File: src/rtl/sio_host_sched.sv
// Host-side frame scheduler: round-robin grant of the one-command-per-frame link
// slot, plus tag tracking that routes each returned read word to its owner.
module sio_host_sched #(
  parameter int NREQ = 4,
  parameter int RLAT = 2
) (
  input  logic              c,
  input  logic              r,
  input  logic              link_up,
  input  logic              frame_start,
  input  logic [NREQ-1:0]   req_valid,
  input  logic [80*NREQ-1:0] req_data,
  output logic [NREQ-1:0]   req_ready,
  output logic [79:0]       link_wdata,
  output logic              link_wvalid,
  input  logic              link_rvalid,
  input  logic [31:0]       link_rdata,
  output logic [NREQ-1:0]   resp_valid,
  output logic [31:0]       resp_data,
  output logic [31:0]       status
);

  localparam int IW = (NREQ > 1) ? $clog2(NREQ) : 1;

  logic [NREQ-1:0]       req_ready_q, req_ready_d;
  logic [79:0]           link_wdata_q, link_wdata_d;
  logic                  link_wvalid_q, link_wvalid_d;
  logic [NREQ-1:0]       resp_valid_q, resp_valid_d;
  logic [31:0]           resp_data_q, resp_data_d;
  logic [RLAT-1:0]       tag_valid_q, tag_valid_d;
  logic [RLAT-1:0][2:0]  tag_id_q, tag_id_d;
  logic                  consumed_q, consumed_d;
  logic [2:0]            last_grant_q, last_grant_d;
  logic [7:0]            err_count_q, err_count_d;
  logic [15:0]           issued_q, issued_d;

  logic [IW-1:0] rot;
  logic          found;
  logic [2:0]    gnt_idx;
  logic [79:0]   grant_data;
  logic          grant_en;
  logic          hit;
  logic          miss;

  // Rotating priority search starting just after the previous winner.
  always_comb begin
    rot        = '0;
    found      = 1'b0;
    gnt_idx    = last_grant_q;
    grant_data = '0;
    for (int k = 1; k <= NREQ; k++) begin
      rot = IW'((int'(last_grant_q) + k) % NREQ);
      if (!found && req_valid[rot]) begin
        found   = 1'b1;
        gnt_idx = 3'(rot);
      end
    end
    for (int i = 0; i < NREQ; i++) begin
      if (found && (gnt_idx == 3'(i))) grant_data = req_data[i*80 +: 80];
    end
  end

  assign grant_en = frame_start && link_up && found;
  // A response landing in the same cycle as frame_start uses the pre-shift last stage.
  assign hit  = link_rvalid && link_up && tag_valid_q[RLAT-1] && !consumed_q;
  assign miss = frame_start && link_up && tag_valid_q[RLAT-1] && !consumed_q && !hit;

  always_comb begin
    req_ready_d   = '0;
    link_wvalid_d = frame_start;
    link_wdata_d  = link_wdata_q;
    last_grant_d  = last_grant_q;
    issued_d      = issued_q;
    resp_valid_d  = '0;
    resp_data_d   = resp_data_q;
    tag_valid_d   = tag_valid_q;
    tag_id_d      = tag_id_q;
    consumed_d    = consumed_q;
    err_count_d   = err_count_q;

    if (frame_start) link_wdata_d = grant_en ? grant_data : 80'h0;
    if (grant_en) begin
      for (int i = 0; i < NREQ; i++) req_ready_d[i] = (gnt_idx == 3'(i));
      last_grant_d = gnt_idx;
      issued_d     = issued_q + 16'd1;
    end

    if (link_rvalid) resp_data_d = link_rdata;
    if (hit) begin
      for (int i = 0; i < NREQ; i++) resp_valid_d[i] = (tag_id_q[RLAT-1] == 3'(i));
    end

    if (miss && (err_count_q != 8'hFF)) err_count_d = err_count_q + 8'd1;

    // Link down drops every in-flight tag silently; nothing is counted as missed.
    if (!link_up) begin
      tag_valid_d = '0;
      consumed_d  = 1'b1;
    end else if (frame_start) begin
      tag_valid_d[0] = grant_en;
      tag_id_d[0]    = gnt_idx;
      for (int k = 1; k < RLAT; k++) begin
        tag_valid_d[k] = tag_valid_q[k-1];
        tag_id_d[k]    = tag_id_q[k-1];
      end
      consumed_d = ~tag_valid_d[RLAT-1];
    end else if (hit) begin
      consumed_d = 1'b1;
    end
  end

  always_ff @(posedge c or posedge r) begin
    if (r) begin
      req_ready_q   <= '0;
      link_wdata_q  <= '0;
      link_wvalid_q <= 1'b0;
      resp_valid_q  <= '0;
      resp_data_q   <= '0;
      tag_valid_q   <= '0;
      tag_id_q      <= '0;
      consumed_q    <= 1'b1;
      last_grant_q  <= 3'(NREQ - 1);
      err_count_q   <= '0;
      issued_q      <= '0;
    end else begin
      req_ready_q   <= req_ready_d;
      link_wdata_q  <= link_wdata_d;
      link_wvalid_q <= link_wvalid_d;
      resp_valid_q  <= resp_valid_d;
      resp_data_q   <= resp_data_d;
      tag_valid_q   <= tag_valid_d;
      tag_id_q      <= tag_id_d;
      consumed_q    <= consumed_d;
      last_grant_q  <= last_grant_d;
      err_count_q   <= err_count_d;
      issued_q      <= issued_d;
    end
  end

  assign req_ready   = req_ready_q;
  assign link_wdata  = link_wdata_q;
  assign link_wvalid = link_wvalid_q;
  assign resp_valid  = resp_valid_q;
  assign resp_data   = resp_data_q;
  assign status      = {err_count_q, 5'b0, last_grant_q, issued_q};

endmodule
File: config.mk
export PLATFORM = sky130hd
export DESIGN_NAME = sio_host_sched
export DESIGN_NICKNAME = d
export VERILOG_FILES = /design/src/rtl/sio_host_sched.sv
export SDC_FILE = /design/constraint.sdc
export NUM_CORES = 1
export LEC_CHECK = 0
export ABC_AREA = 0
export CAP_MARGIN = 10
export CELL_PAD_IN_SITES_DETAIL_PLACEMENT = 1
export CELL_PAD_IN_SITES_GLOBAL_PLACEMENT = 2
export CORE_ASPECT_RATIO = 0.5
export CORE_MARGIN = 1
export CORE_UTILIZATION = 23
export CTS_BUF_LIST = sky130_fd_sc_hd__clkbuf_2
export CTS_CLUSTER_DIAMETER = 120
export DETAILED_ROUTE_END_ITERATION = 7
export GPL_TIMING_DRIVEN = 0
export HOLD_SLACK_MARGIN = 0.12
export MAX_ROUTING_LAYER = met4
export PLACE_DENSITY_LB_ADDON = 0.1
export SLEW_MARGIN = 10
export SYNTH_ARGS = -nofsm -noshare
export SYNTH_HDL_FRONTEND = slang
export SYNTH_SLANG_ARGS = --single-unit
File: constraint.sdc
create_clock -name c -period 6 [get_ports c]
set_input_delay 0.9 -clock c [delete_from_list [all_inputs] [get_ports c]]
set_output_delay 0.9 -clock c [all_outputs]
set_load 0.005 [all_outputs]
==> run metrics, run 1 <==
power after layout=approximately 3.9 mW; layout cells sized above 1=0.139; post-route design area=about 16,000 µm²; DRC viols=0; Synth Warn #=0; initial antenna violation count=6; Port Buffers=507; met3 usage=0.0377; met1 usage=0.239; count leader, synth=nor2_1; I/O Pins=slightly above 500; Post-CTS Setup Inserts=0; routed wire length per instance=approximately 21 µm; Setup Skew=50.0 ps; Final Max Slew Viols=0; crit path kind=in2reg; type of the most critical hold path=in2async; fmax=roughly 0.31 GHz; first-pass iteration count of the detailed router=4; drt via density=between 4 and 5; net switching power=between 1.5 and 2 mW; grt ovf=0; PnR worst setup slack=roughly 2700 ps; Static Leak=6.19 nW; Final Hold Viols=0; synthesized flop and latch total=roughly 160; Critical Path Fanout Max=10; ANT nets after route=0; Starting Density=0.235; maximum VDD drop=0.000121 V; GPL Wtd Cong=0.813; Detail Placement HPWL=36,800 µm; post-synth top area share=0.388; cts repair resizes=0; largest net degree at the start of global routing=94; final setup fails=0; mapped cell area=9930 µm²; GRT Util Overall=0.217; Clock Sinks=about 160; Syn Area/Cell=between 9 and 10 µm²; Post-synth top cells=nor2_1 (174), dfrtp_1 (154), nand2_1 (98); Synth area leader=dfrtp_1; Combinational Power Share=0.489; die area=between 40,000 and 50,000 µm²; Die Y=approximately 150 µm; global-route wire length before repair=between 60,000 and 70,000 µm; EDFF count, synth=0; via count=between 10,000 and 15,000; post-synth cell types=48; M2 GR Usage=0.406; Final Cycle Share=0.543; H-tree depth=4; Initial DRC Count=~420; proportion of power drawn by flip-flops and latches=0.342; Pwr Density=about 240 nW/µm²; Setup crit end kind=flip-flop; busiest grt layer=met2; Core ar.=42,300 µm²; Hold WS=455 ps; Post-synth ARST share=1.00; Post-DP Area=between 15,000 and 20,000 µm²; Post-Synthesis Cells=1,059; CTS Buf Count=17; Final Util=0.379; status=complete, no violations; placed cell count=between 2,000 and 2,500; hold-fix buffers at CTS=0; Clock Tree Root=clkbuf_2; minimum clock period=3260 ps; Startpoint Class=primary input; area growth from synthesis to layout=61.3%; WL final=roughly 47,000 µm; largest cells by area after synthesis=dfrtp_1 (39%), a221oi_2 (14%), nor2_1 (6.6%), a221oi_1 (5.7%), nor2b_1 (5.2%); ys flop type=dfrtp_1; relative slew slack=0.439; actual slew at the worst max-slew pin=842 ps; Non-Filler Instances=2,187; Sw Share=0.396; Reg clk slew, reported paths=approximately 260 ps; Arrival @ worst endpoint=around 4000 ps; RSZ-0062 raised after global routing=no; vias in the first global route=11,400; WP data required=6750 ps; Die X=about 300 µm; Seq/Total Area, Yosys=0.396; Max-Cap Viols=0; row count=53; Internal=approximately 2.3 mW; CTS max path bufs=2; TNS Setup=0 ps; clk_lat worst skew=890 ps; Clock power frac=0.168; CTS tree=built; Layout Nets=approximately 2,000; Place WS=about 1800 ps
==> final timing paths <==
kind                                               to  slack (ps)                         from  cells after the start
max                        link_wdata[61]$_DFFE_PP0P_        2740                  frame_start                      8
min                         resp_data[13]$_DFFE_PP0P_         450                            r                      2
max reg2reg                link_wdata[24]$_DFFE_PP0P_        3330  last_grant_q[1]$_DFFE_PP1P_                      8
min reg2reg                  issued_q[15]$_DFFE_PP0P_         490     issued_q[15]$_DFFE_PP0P_                      1
max in group asynchronous  link_wdata[28]$_DFFE_PP0P_        4660                            r                      3
min in group c               issued_q[15]$_DFFE_PP0P_         490     issued_q[15]$_DFFE_PP0P_                      1
==> cells in the final DEF, fill, tap and decap left out, types with 2 or more instances in the layout <==
master / instances
dfstp_2: 3
nor4_1: 2
dfrtp_1: 154
nand4_1: 6
buf_6: 10
inv_6: 4
o21ai_0: 75
nor2_1: 174
conb_1: 5
buf_1: 5
nand2b_1: 2
nand3_1: 9
or3_1: 2
a221oi_1: 65
and2_1: 3
inv_8: 4
xnor2_1: 15
buf_4: 6
o21ai_1: 9
buf_8: 8
ha_1: 2
clkdlybuf4s50_1: 507
clkinvlp_4: 2
mux2_2: 37
xor2_1: 7
clkbuf_2: 21
nor2b_1: 83
nor3b_1: 4
a21oi_1: 3
diode_2: 7
nand2_1: 98
a211oi_1: 2
nor3_1: 81
buf_2: 22
clkbuf_1: 48
a221oi_2: 95
and3_1: 8
or2_1: 2
==> layout make-up <==
type                       count  area (µm²)
clock inverter                13         131
fill                        4900       26300
sequential                   157        3930
multi-input combinational    803        5410
antenna                        7        17.5
tap                          577         722
buffer                       101         597
timing repair buffer         508        5100
inverter                       2        15.0
clock buffer                  19        95.1
==> kinds of logic (layout without fill, tap and decap cells) <==
logic type	count (synthesis)	after routing	share of synthesized area
AOI/OAI and AO/OA	254	254	0.252
xor gates and xnor gates	22	22	0.0194
adders and majority gates	2	2	0.00252
buffers and inverters	103	643	0.0608
DFF	157	157	0.396
muxes	37	37	0.0419
other	1	12	0.000378
and+or+nand+nor	483	483	0.227
==> flip-flops by register name (all words and copies together), names as in the netlist <==
| name | flops |
|---|---|
| consumed_q | 1 |
| err_count_q | 8 |
| issued_q | 16 |
| last_grant_q | 3 |
| link_wdata | 80 |
| link_wvalid | 1 |
| req_ready | 4 |
| resp_data | 32 |
| resp_valid | 4 |
| tag_id_q | 6 |
| tag_valid_q | 2 |
==> routing by layer <==
metal,vias to the layer above,part of all wire
met1,5257,0.41
met4,0,0.017
met2,205,0.55
met3,38,0.029
li1,4941,-
met5,-,0
==> power by group through the flow <==
stage | combinational, mW | sequential, mW | clock [mW]
3_3_place_gp | 1.89 | 1.34 | 0
3_5_place_dp | 1.92 | 1.35 | 0
4_1_cts | 1.93 | 1.33 | 0.686
6_report | 1.89 | 1.33 | 0.652
5_1_grt | 2.06 | 1.35 | 0.731
2_1_floorplan | 0.996 | 1.33 | 0
==> critical path: stages <==
cell and delay (ps):
clkdlybuf4s50_1 840, nand2_1 160, buf_2 230, nor2_1 610, buf_2 410, clkbuf_1 500
nor2_1 110, a221oi_1 240
Power figures use the tool's default switching activity.
==> inputs of run 2 (changes only) <==
- clock period: 6 -> 3.2 ns (I/O delays scaled with it)
==> run 2 against run 1 <==
Against the previous run:
- sequential cell count stayed put
- cell count is 5.2% higher
- clock skew is 7.8 ps lower
- final area is 7.3% higher
- highest routed layer unchanged
==> run metrics, run 2 (same netlist as run 1, synthesis figures left out) <==
routed wire length per instance=20.7 µm (was 21.5 µm); Starting Density=0.235 (unchanged); fmax=0.361 GHz; Core ar.=42,300 µm² (unchanged); Static Leak=6.67 nW (was 6.19 nW); WP data required=3930 ps (was 6750 ps); Top cell by count, worst path=clkbuf_1; Die Y=149 µm (unchanged); type of the most critical hold path=in2reg (was in2async); clk_lat worst skew=860 ps (was 890 ps); CTS max path bufs=2 (unchanged); Setup crit end kind=flip-flop (unchanged); Die X=296 µm (unchanged); hold endpoint=link_wdata[53]$_DFFE_PP0P_; Pwr Density=434 nW/µm² (was 242 nW/µm²); grt ovf=0 (unchanged); cts repair resizes=0 (unchanged); CTS tree=built (unchanged); CTS Buf Count=17 (unchanged); die area=44,100 µm² (unchanged); Clock Sinks=157 (unchanged); Arrival @ worst endpoint=3490 ps (was 4010 ps); WL final=47,700 µm (was 47,000 µm); number of flip-flops in the largest register=80 (unchanged); via count=10,900 (was 10,400); R2R cell count=8 (unchanged); first-pass iteration count of the detailed router=4 (unchanged); layout cells sized above 1=0.133 (was 0.139); Final Cycle Share=0.865; hold depth=3; maximum VDD drop=0.000192 V (was 0.000121 V); Startpoint Class=flip-flop (was primary input); actual slew at the worst max-slew pin=893 ps (was 842 ps); minimum clock period=approximately 2800 ps; crit path kind=reg2reg (was in2reg); ANT nets after route=0 (unchanged); Reg clk slew, reported paths=310 ps (was 260 ps); PnR worst setup slack=432 ps (was 2740 ps); commonest non-fill, non-tap cell in the layout=clkdlybuf4s50_1 (unchanged); Final Max Slew Viols=0 (unchanged); vias in the first global route=12,200 (was 11,400); crit path cell chain=buf_6 -> nor2b_1 -> nor3b_1 -> clkbuf_1 -> clkbuf_1 -> nor3_1 -> o21ai_0 -> a221oi_2 (was clkdlybuf4s50_1 -> nand2_1 -> buf_2 -> nor2_1 -> buf_2 -> clkbuf_1 -> nor2_1 -> a221oi_1); Final Util=0.406 (was 0.379); global-route wire length before repair=70,400 µm (was 69,400 µm); I/O Pins=514 (unchanged); Hold Path Origin=req_data[293]; Place WS=-579 ps (was 1810 ps); slowest CP cell=clkbuf_1 (was clkdlybuf4s50_1); initial antenna violation count=10 (was 6); area growth from synthesis to layout=73.1% (was 61.3%); R2R Setup Slk=430 ps (was 3330 ps); Max-Cap Viols=0 (unchanged); most frequent cells in the layout=clkdlybuf4s50_1 (507), nor2_1 (174), dfrtp_1 (154), dlygate4sd3_1 (106), nand2_1 (98) (was clkdlybuf4s50_1 (507), nor2_1 (174), dfrtp_1 (154), nand2_1 (98), a221oi_2 (95)); worst reg2reg endpoint=link_wdata[7]$_DFFE_PP0P_ (was link_wdata[24]$_DFFE_PP0P_); Port Buffers=507 (unchanged); DRC viols=0 (unchanged); row count=53 (unchanged); Final Hold Viols=0 (unchanged); H-tree depth=4 (unchanged); status=complete, no violations (unchanged); Layout Nets=2,062 (was 1,953); RSZ-0062 raised after global routing=no (unchanged); GRT Util Overall=0.218 (was 0.217); GPL Wtd Cong=0.808 (was 0.813); Detail Placement HPWL=36,800 µm (about the same); drt via density=4.76 (was 4.77); relative slew slack=0.404 (was 0.439); Setup Skew=42.3 ps (was 50.0 ps); Critical R2R Launch=last_grant_q[1]$_DFFE_PP1P_ (unchanged); crit-path max cell delay=690 ps (was 840 ps); Initial DRC Count=380 (was 415); largest net degree at the start of global routing=38 (was 94); Clock Tree Root=clkbuf_2 (unchanged); final setup fails=0 (unchanged); Critical Path Fanout Max=10 (unchanged)
run 2: changes by cell type in the layout (fill, tap and decap cells not counted), sizes merged:
| cell | previous run | this run |
|---|---|---|
| clkinv | 3 | 5 |
| clkinvlp | 2 | 3 |
| diode | 7 | 11 |
| clkbuf | 69 | 67 |
| buf | 52 | 55 |
| bufinv | 1 | 0 |
| dlygate4sd3 | 0 | 106 |
run 2: per-stage QoR:
stage | cells | TNS (ps) | hold slack [ps] | power [mW] | instance area, µm²
after detailed placement | 2151 | -23290 | 476 | 6.12 | 15800
after global routing | 2299 | 0 | 157 | 7.96 | 17200
after CTS | 2289 | 0 | 127 | 7.60 | 17200
after global placement | 2147 | -180220 | 466 | 6.04 | 15700
final | 2300 | 0 | 253 | 7.45 | 17200
after floorplan | 1063 | 0 | 446 | 4.37 | 9950
run 2: area by class of cell:
class                   count  area, µm²
diodes                     11       27.5
flip-flops and latches    157       3930
clock buffers              17       85.1
multi-input cells         803       5410
clock inverters            15        189
plain buffers             101        597
repair buffers            617       6220
inverters                   2       11.3
well taps                 577        722
fillers                  4874      25100
run 2: where the power goes:
| group | switching, mW | leakage [nW] | internal (mW) |
|---|---|---|---|
| sequential | 0.204 | 2.04 | 2.28 |
| clock | 1.01 | 0.154 | 0.287 |
| combinational | 1.79 | 4.48 | 1.88 |
run 2: critical path, delay by kind of cell, from the launching register on:
| family | cells | cell delay, ps |
|---|---|---|
| flip-flops | 1 | 650 |
| AO/OA/AOI/OAI | 2 | 350 |
| buffers and inverters | 3 | 1300 |
| AND/OR/NAND/NOR | 3 | 330 |
run 2: repair_timing:
action                                 in CTS  in global routing
hold buffers                              106                  0
endpoints found under the hold margin     132                  0
buffers inserted                            0                  0
run 2: how the worst max path moves through the flow:
| stage | endpoint | start |
|---|---|---|
| after global placement | link_wdata[29]$_DFFE_PP0P_ | r |
| after detailed placement | link_wdata[10]$_DFFE_PP0P_ | frame_start |
| after global routing | link_wdata[53]$_DFFE_PP0P_ | last_grant_q[1]$_DFFE_PP1P_ |
| after floorplan | err_count_q[0]$_DFFE_PP0P_ | r |
| after CTS | link_wdata[25]$_DFFE_PP0P_ | last_grant_q[1]$_DFFE_PP1P_ |
| final | link_wdata[7]$_DFFE_PP0P_ | last_grant_q[1]$_DFFE_PP1P_ |
run 2: routing by layer:
metal	global-route usage	vias to the layer above	routed length [µm]
li1	-	5168	-
met1	0.237	5500	19300
met2	0.405	213	25800
met3	0.0310	56	1380
met4	0.0777	0	1260
met5	-	-	0
